**config.mk**
```make
export PLATFORM = sky130hd
export DESIGN_NAME = next_pc_unit
export DESIGN_NICKNAME = d
export VERILOG_FILES = /design/src/rtl/next_pc_unit.sv
export SDC_FILE = /design/constraint.sdc
export NUM_CORES = 1
export LEC_CHECK = 0
export CORE_ASPECT_RATIO = 1.25
export CORE_UTILIZATION = 28
export CTS_CLUSTER_SIZE = 24
export DETAILED_ROUTE_END_ITERATION = 10
export PLACE_DENSITY = 0.53
export SYNTH_ARGS = -nofsm -noshare
export SYNTH_HDL_FRONTEND = slang
export SYNTH_SLANG_ARGS = --single-unit
export TNS_END_PERCENT = 1
```
**constraint.sdc**
```tcl
create_clock -name Clock -period 4.5 [get_ports Clock]
set_input_delay 0.45 -clock Clock [delete_from_list [all_inputs] [get_ports Clock]]
set_output_delay 0.45 -clock Clock [all_outputs]
set_load 0.1 [all_outputs]
```
**src/rtl/next_pc_unit.sv**
```systemverilog
// Next-address stage feeding the PC register: sequencing, branches, jumps,
// call/return through a circular return-address stack, and halt/input stalls.
module next_pc_unit #(
  parameter int ADDR_W      = 10,
  parameter int STACK_DEPTH = 8,
  parameter int SP_W        = 4
) (
  input  logic              Clock,
  input  logic              Reset,
  input  logic [ADDR_W-1:0] PcAtual,
  input  logic              CtlBranch,
  input  logic              CondTrue,
  input  logic              CtlJump,
  input  logic              CtlJal,
  input  logic              CtlRet,
  input  logic              CtlJr,
  input  logic              CtlHalt,
  input  logic              CtlIn,
  input  logic              InConfirm,
  input  logic [ADDR_W-1:0] TargetImm,
  input  logic [ADDR_W-1:0] TargetReg,
  output logic [ADDR_W-1:0] NextPc,
  output logic              PcWrite,
  output logic              Halted,
  output logic              Waiting,
  output logic [SP_W-1:0]   StackDepth,
  output logic              StackOverflow,
  output logic              StackUnderflow
);

  localparam int PTR_W = $clog2(STACK_DEPTH);

  typedef enum logic [1:0] {BOOT, RUN, WAIT_IN, HALT} state_t;

  state_t            state_q, state_d;
  logic [PTR_W-1:0]  wp_q, wp_d;
  logic [SP_W-1:0]   depth_q, depth_d;
  logic              ovf_q, ovf_d;
  logic              unf_q, unf_d;
  logic [ADDR_W-1:0] mem_q [STACK_DEPTH];

  logic [ADDR_W-1:0] next_pc;
  logic [ADDR_W-1:0] pc_inc;
  logic [ADDR_W-1:0] top;
  logic              pc_write;
  logic              push;
  logic              pop;
  logic              stack_empty;
  logic              stack_full;

  assign pc_inc      = PcAtual + ADDR_W'(1);
  assign top         = mem_q[wp_q - PTR_W'(1)];
  assign stack_empty = (depth_q == '0);
  assign stack_full  = (depth_q == SP_W'(STACK_DEPTH));

  always_comb begin
    state_d  = state_q;
    next_pc  = '0;
    pc_write = 1'b0;
    push     = 1'b0;
    pop      = 1'b0;
    wp_d     = wp_q;
    depth_d  = depth_q;
    ovf_d    = ovf_q;
    unf_d    = unf_q;

    unique case (state_q)
      BOOT: state_d = RUN;
      RUN: begin
        if (CtlHalt) begin
          next_pc = PcAtual;
          state_d = HALT;
        end else if (CtlIn) begin
          next_pc = PcAtual;
          state_d = WAIT_IN;
        end else begin
          pc_write = 1'b1;
          if (CtlRet) begin
            if (!stack_empty) begin
              next_pc = top;
              pop     = 1'b1;
            end else begin
              next_pc = '0;
              unf_d   = 1'b1;
            end
          end else if (CtlJal) begin
            next_pc = TargetImm;
            push    = 1'b1;
          end else if (CtlJr) begin
            next_pc = TargetReg;
          end else if (CtlJump || (CtlBranch && CondTrue)) begin
            next_pc = TargetImm;
          end else begin
            next_pc = pc_inc;
          end
        end
      end
      WAIT_IN: begin
        if (InConfirm) begin
          next_pc  = pc_inc;
          pc_write = 1'b1;
          state_d  = RUN;
        end else begin
          next_pc = PcAtual;
        end
      end
      HALT:    next_pc = PcAtual;
      default: state_d = BOOT;
    endcase

    // A push onto a full stack overwrites the oldest entry; depth saturates.
    if (push) begin
      wp_d = wp_q + PTR_W'(1);
      if (stack_full) ovf_d = 1'b1;
      else            depth_d = depth_q + SP_W'(1);
    end else if (pop) begin
      wp_d    = wp_q - PTR_W'(1);
      depth_d = depth_q - SP_W'(1);
    end
  end

  always_ff @(posedge Clock) begin
    if (Reset) begin
      state_q <= BOOT;
      wp_q    <= '0;
      depth_q <= '0;
      ovf_q   <= 1'b0;
      unf_q   <= 1'b0;
    end else begin
      state_q <= state_d;
      wp_q    <= wp_d;
      depth_q <= depth_d;
      ovf_q   <= ovf_d;
      unf_q   <= unf_d;
    end
  end

  always_ff @(posedge Clock) begin
    if (!Reset && push) mem_q[wp_q] <= pc_inc;
  end

  assign NextPc         = next_pc;
  assign PcWrite        = pc_write;
  assign Halted         = (state_q == HALT);
  assign Waiting        = (state_q == WAIT_IN);
  assign StackDepth     = depth_q;
  assign StackOverflow  = ovf_q;
  assign StackUnderflow = unf_q;

endmodule

```
==> results.py, run 1 <==
metrics = {
    "worst_setup_path": {
        "path_delay_family": "buffers and inverters",
        "r2r_cells": 10,
        "critPathSlowestCell": "xnor2_1",
        "r2r_slack_ps": 1940,
        "path_class": "in -> out",
        "crit_required_ps": 4050,
        "r2r-end": "StackDepth[3]",
        "cp.arrival_ps": 3090,
        "path_max_fanout": 10,
        "max_stage_delay_ps": 660,
        "crit_path_end_kind": "output pin",
        "r2r-start": "state_q[1]",
        "critPathLaunchType": "input port",
        "path_buf_inv": 2,
        "crit_chain": "clkdlybuf4s50_1, ha_1, and3_1, xnor2_1, o21ai_0, a21boi_0, o211a_1, buf_4",
    },
    "global_routing": {
        "antenna_found_initial": 0,
        "grt_util_all_layers": 0.153,
        "grt_overflow": 0,
        "grt_pass1_wl_um": 20600,
        "grt_max_degree": 26,
        "grt_pass1_vias": 3528,
    },
    "yosys": {
        "yosys-top-cells-area": "edfxtp_1 49%, mux4_1 7.6%, dfxtp_1 4.5%, a21oi_1 2.9%, o21ai_0 2.7%",
        "synthArstFlopShare": 0,
        "synthFlopType": "edfxtp_1",
        "synth_area_leader_cell": "edfxtp_1",
        "synth_edf_count": 80,
        "synth_top_cell_area_share": 0.495,
        "syn_avg_cell_area_um2": 12.4,
        "synth-seq-area-share": 0.540,
        "syn_nets": 441,
        "syn_area_mm2": 0.00485,
        "ys_seq_elements": 91,
        "yosysWarnings": 0,
        "synth_cell_types": 62,
        "netlist_instances": 390,
    },
    "cts": {
        "clk_latency_ps": 340,
        "cts_num_sinks": 91,
        "cts.htree.levels": 3,
        "cts_setup_buffers": 0,
        "cts_tree": "done",
        "clk_path_buf_depth": 2,
        "cts_hold_buffers": 0,
        "cts_resized": 0,
        "cts_root_buf": "clkbuf_16",
        "cts.reportedPaths.clkPinSlew_ps": 70,
        "cts_buffers": 9,
    },
    "hold_path": {
        "hold_depth": 2,
        "holdPathEnd": "StackOverflow",
        "min_path_type": "reg -> reg",
        "hold_start": "StackOverflow",
    },
    "sta": {
        "rsz0062_at_grt": "false",
        "fin_crit_sh": 0.786,
        "skew_ps": 9.14,
        "whs_ps": 500,
        "slew_viol_final": 0,
        "fmax_ghz": 0.283,
        "hold_violations": 0,
        "min_period_ps": 3540,
        "fin_ws_ps": 962,
        "setup_tns_ps": 0,
        "slew_headroom": 0.334,
        "tightest_slew_ps": 996,
        "setup_viol": 0,
    },
    "placed_design": {
        "place_hpwl_um": 9630,
        "portBuffers": 59,
        "gp_congestion": 0.893,
        "post-place-ws_ps": 969,
    },
    "final_layout": {
        "drive_above_1_share": 0.131,
        "n_antenna_cell": 0,
        "nets": 503,
        "n_fill_cell": 1631,
        "area_delta_synth_final_pct": 24.8,
    },
    "die": {
        "start_util": 0.287,
        "fp.dieH_um": 149,
        "io-pin-count": 60,
        "die_w_um": 120,
        "dieArea_mm2": 0.0179,
        "coreArea_mm2": 0.0169,
        "rows": 53,
    },
    "power_and_ir_drop": {
        "cellLeakagePower_nw": 2.06,
        "vdd_drop_max_mv": 0.166,
        "total_power_w": 0.00207,
        "netSwitchingFraction": 0.296,
        "seqPwrFrac": 0.450,
        "p_int_w": 0.00146,
        "net-switching-power_w": 0.000612,
        "clkPwrFrac": 0.357,
        "pwr_density_cell_mw_per_mm2": 342,
        "p_comb_frac": 0.194,
    },
    "run": {
        "drv_cap": 0,
    },
    "drt": {
        "wl_um": 13400,
        "drtIter0Drc": 314,
        "vias": 3594,
        "wl_per_cell_um": 19.8,
        "firstDrtPassIters": 5,
        "drtAntennaViolNets": 0,
        "viasPerCell": 5.31,
        "drcViolationCount": 0,
    },
    "outcome": {
        "status": "complete, no violations",
    },
}
==> layout by cell type, fill, tap and decap left out, types with 5 or more instances in the layout <==
master / netlist / final
edfxtp_1: 80 / 80
clkdlybuf4s50_1: 0 / 48
nand2_1: 31 / 31
a21oi_1: 28 / 28
nor2_1: 26 / 26
o21ai_0: 26 / 26
buf_4: 5 / 20
inv_1: 14 / 14
mux4_1: 14 / 14
dfxtp_1: 11 / 11
nand3_1: 10 / 10
ha_1: 9 / 9
clkbuf_16: 0 / 9
a31oi_1: 8 / 8
xnor2_1: 8 / 8
mux2i_1: 7 / 7
buf_12: 1 / 7
and3_1: 6 / 6
nor3_1: 6 / 6
a21o_1: 5 / 5
a22oi_1: 5 / 5
nand4_1: 5 / 5
==> stage by stage <==
step                       util  instance area [µm²]  std cells
after floorplan               -                 4860        390
after global placement    0.340                 5750        661
final                     0.358                 6060        677
after CTS                 0.358                 6060        677
after detailed placement  0.340                 5750        661
after global routing      0.358                 6060        677
==> final cells by class <==
type / instances / area, µm² / share of cell area
clock buffer: 9 / 225 / 0.0372
clock inverter: 7 / 76.3 / 0.0126
inverter: 15 / 56.3 / 0.00930
multi-input combinational: 260 / 2030 / 0.335
sequential: 91 / 2620 / 0.433
tap: 220 / 275 / 0.0455
timing repair buffer: 75 / 771 / 0.127
==> cell families after synthesis <==
family	count (synthesis)	share of synthesized area
AND/OR/NAND/NOR	106	0.106
flip-flops	91	0.540
buffers and inverters	39	0.0431
AO/OA/AOI/OAI	105	0.145
adder cells (fa/ha/maj)	10	0.0273
XOR/XNOR	13	0.0273
multiplexers	26	0.111
==> tightest hold or removal path: cells and delay by family (launching register included) <==
family | cells | cell delay (ps)
flops | 1 | 340
simple gates | 1 | 80
compound gates | 1 | 40
==> synthesized netlist by cell type (all sizes together) (7+ instances only) <==
cell type  number
xnor2           8
ha              9
a31oi           8
a21oi          29
edfxtp         80
o21ai          26
nand3          10
dfxtp          11
nand2          31
nor2           26
mux2i           7
buf            18
mux4           18
inv            15
==> state kept, by name, indices dropped and copies added (netlist names) <==
| register | flops |
|---|---|
| mem_q | 80 |
| StackDepth | 4 |
| wp_q | 3 |
| state_q | 2 |
| StackOverflow | 1 |
| StackUnderflow | 1 |
==> routing by layer <==
layer,up-vias,track usage,share of wire
met5,-,0,0
met4,0,0.0769,0.028
met3,25,0.0210,0.042
li1,1647,-,-
met1,1784,0.183,0.42
met2,138,0.270,0.51
==> power by group through the flow <==
stage	logic [W]	clock network [W]	registers, W
3_5_place_dp	0.000399	0	0.000950
5_1_grt	0.000422	0.000791	0.000931
3_3_place_gp	0.000397	0	0.000949
2_1_floorplan	0.000247	0	0.000958
6_report	0.000401	0.000738	0.000931
4_1_cts	0.000400	0.000759	0.000931
==> worst max-delay path by stage <==
stage                           from        end  cells past startpoint
final                     PcAtual[0]  NextPc[4]                      8
after global routing      PcAtual[0]  NextPc[4]                      8
after CTS                 PcAtual[0]  NextPc[4]                      8
after detailed placement  PcAtual[0]  NextPc[4]                      8
after global placement    PcAtual[0]  NextPc[4]                      8
after floorplan           state_q[0]    PcWrite                      4
(Power assumes the default switching activity.)
==> run 2: changes to the inputs <==
- clock period: 4.5 -> 3.3 ns (I/O delays scaled with it)
==> run 2 against run 1 <==
Combinational power increased by 44%. Register-to-register slack got worse by 880 ps. Sequential power increased by 36%. Via count decreased by 0.39%. Clock power increased by 36%. Cell area increased by 2.3%. Count of clock-buffer cells in the layout unchanged. Global-route usage decreased by 0.12 points. Critical path depth unchanged. Worst hold slack got worse by 34 ps. Critical path type is now reg -> out. Largest power group unchanged.
==> results.py, run 2 (synthesized netlist as in run 1, its figures left out) <==
metrics = {
    "die": {
        "dieArea_mm2": 0.0179,
        "die_w_um": 120,
        "start_util": 0.287,
        "rows": 53,
        "fp.dieH_um": 149,
        "coreArea_mm2": 0.0169,
        "io-pin-count": 60,
    },
    "worst_setup_path": {
        "crit_cells": 8,
        "path_delay_family": "multiplexers",
        "r2r_cells": 10,
        "crit_chain": "inv_1, ha_1, xor2_4, mux4_1, nand2_1, a21oi_1, o31a_1, buf_12",
        "crit_required_ps": 2970,
        "max_stage_delay_ps": 620,
        "path_class": "reg -> out",
        "path_max_fanout": 10,
        "path_buf_inv": 2,
        "critPathLaunchType": "register",
        "r2r-start": "state_q[1]",
        "r2r-end": "StackDepth[3]",
        "crit_path_start": "wp_q[0]",
        "r2r_slack_ps": 1060,
        "critPathSlowestCell": "mux4_1",
        "cp-endpoint": "NextPc[2]",
        "crit_path_end_kind": "output pin",
        "cp.arrival_ps": 2790,
    },
    "drt": {
        "vias": 3580,
        "firstDrtPassIters": 4,
        "drcViolationCount": 0,
        "wl_um": 13300,
        "wl_per_cell_um": 19.2,
        "viasPerCell": 5.18,
        "drtIter0Drc": 234,
        "drtAntennaViolNets": 0,
    },
    "final_layout": {
        "design_area_mm2": 0.00619,
        "n_antenna_cell": 0,
        "area_delta_synth_final_pct": 27.6,
        "finalNonFillerCells": 691,
        "regMostFlops": "mem_q",
        "nets": 517,
        "post-route-util": 0.366,
        "drive_above_1_share": 0.163,
        "largest_register_ffs": 80,
        "most-common-layout-cells": "80 x edfxtp_1, 46 x clkdlybuf4s50_1, 33 x buf_4",
        "final_common_cell": "edfxtp_1",
    },
    "global_routing": {
        "grt_util_met2": 0.273,
        "grt_max_degree": 26,
        "grt_pass1_wl_um": 20200,
        "antenna_found_initial": 0,
        "grt.met1_usage": 0.179,
        "busiest_layer": "met2",
        "use_met3": 0.0271,
        "grt_overflow": 0,
        "grt_util_all_layers": 0.152,
        "grt_pass1_vias": 3505,
    },
    "cts": {
        "cts.reportedPaths.clkPinSlew_ps": 70,
        "clk_path_buf_depth": 2,
        "cts.htree.levels": 3,
        "cts_hold_buffers": 0,
        "cts_tree": "done",
        "cts_root_buf": "clkbuf_16",
        "cts_num_sinks": 91,
        "clk_latency_ps": 340,
        "cts_buffers": 9,
    },
    "power_and_ir_drop": {
        "net-switching-power_w": 0.000838,
        "pwr_density_cell_mw_per_mm2": 460,
        "netSwitchingFraction": 0.294,
        "total_power_w": 0.00285,
        "clkPwrFrac": 0.352,
        "seqPwrFrac": 0.445,
        "p_int_w": 0.00201,
        "vdd_drop_max_mv": 0.241,
        "cellLeakagePower_nw": 2.14,
        "p_comb_frac": 0.203,
    },
    "sta": {
        "slew_viol_final": 0,
        "rsz0062_at_grt": "false",
        "fin_crit_sh": 0.946,
        "hold_violations": 0,
        "min_period_ps": 3120,
        "setup_viol": 0,
        "slew_headroom": 0.347,
        "tightest_slew_ps": 976,
        "fmax_ghz": 0.320,
        "skew_ps": 6.84,
    },
    "placed_design": {
        "placed_cells": 672,
        "portBuffers": 59,
        "place_hpwl_um": 9910,
        "gp_congestion": 0.912,
        "dpl_cell_area_mm2": 0.00587,
    },
    "outcome": {
        "status": "complete, no violations",
    },
    "run": {
        "drv_cap": 0,
    },
    "hold_path": {
        "min_path_type": "reg -> reg",
    },
}
==> run 2: changes by cell type in the layout (fill, tap and decap cells not counted) <==
cell / change
clkdlybuf4s50_1: -2
a21boi_1: +1
a21oi_2: +1
buf_12: +3
inv_6: +1
inv_8: -1
a21boi_0: -1
a21oi_1: -1
buf_4: +13
==> run 2: layout make-up <==
class | count | area (µm²)
clock buffer | 9 | 225
clock inverter | 7 | 73.8
fill | 1644 | 10700
inverter | 15 | 56.3
multi-input combinational | 260 | 2030
sequential | 91 | 2620
tap | 220 | 275
timing repair buffer | 89 | 908
==> run 2: worst min path at each step <==
| stage | slack (ps) | cells after the start | end | startpoint |
|---|---|---|---|---|
| floorplan | 410 | 1 | state_q[1] | Reset |
| global placement | 460 | 2 | StackOverflow | StackOverflow |
| detailed placement | 460 | 2 | StackUnderflow | StackUnderflow |
| CTS | 480 | 2 | StackUnderflow | StackUnderflow |
| global route | 500 | 2 | StackOverflow | StackOverflow |
| finish | 470 | 2 | StackUnderflow | StackUnderflow |
==> run 2: power by group through the flow <==
| stage | Combinational (W) | Clock, W | Sequential (W) |
|---|---|---|---|
| floorplan | 0.000339 | 0 | 0.00131 |
| global placement | 0.000575 | 0 | 0.00129 |
| detailed placement | 0.000574 | 0 | 0.00129 |
| CTS | 0.000577 | 0.00103 | 0.00127 |
| global route | 0.000611 | 0.00106 | 0.00127 |
| finish | 0.000578 | 0.00100 | 0.00127 |
==> run 2: tightest hold or removal path, cell delays in order, from the launching register on <==
cell	delay [ps]
dfxtp_1	320
a21oi_1	40
nor2_1	70
==> run 2: what timing repair did <==
action,in CTS,in global routing
setup endpoints to repair,0,1
buffers inserted,0,3
gates resized for setup,0,0
==> run 2: layer usage <==
layer	vias to the layer above	wire length, µm
met3	23	581
li1	1673	-
met1	1767	5580
met4	0	357
met2	117	6770
met5	-	0
==> run 2: through the flow <==
| step | setup TNS (ps) | setup slack, ps | hold WS (ps) |
|---|---|---|---|
| finish | 0 | 179 | 466 |
| global route | 0 | 43.6 | 504 |
| CTS | 0 | 92.9 | 476 |
| detailed placement | 0 | 351 | 464 |
| global placement | 0 | 442 | 459 |
| floorplan | -538 | -373 | 409 |
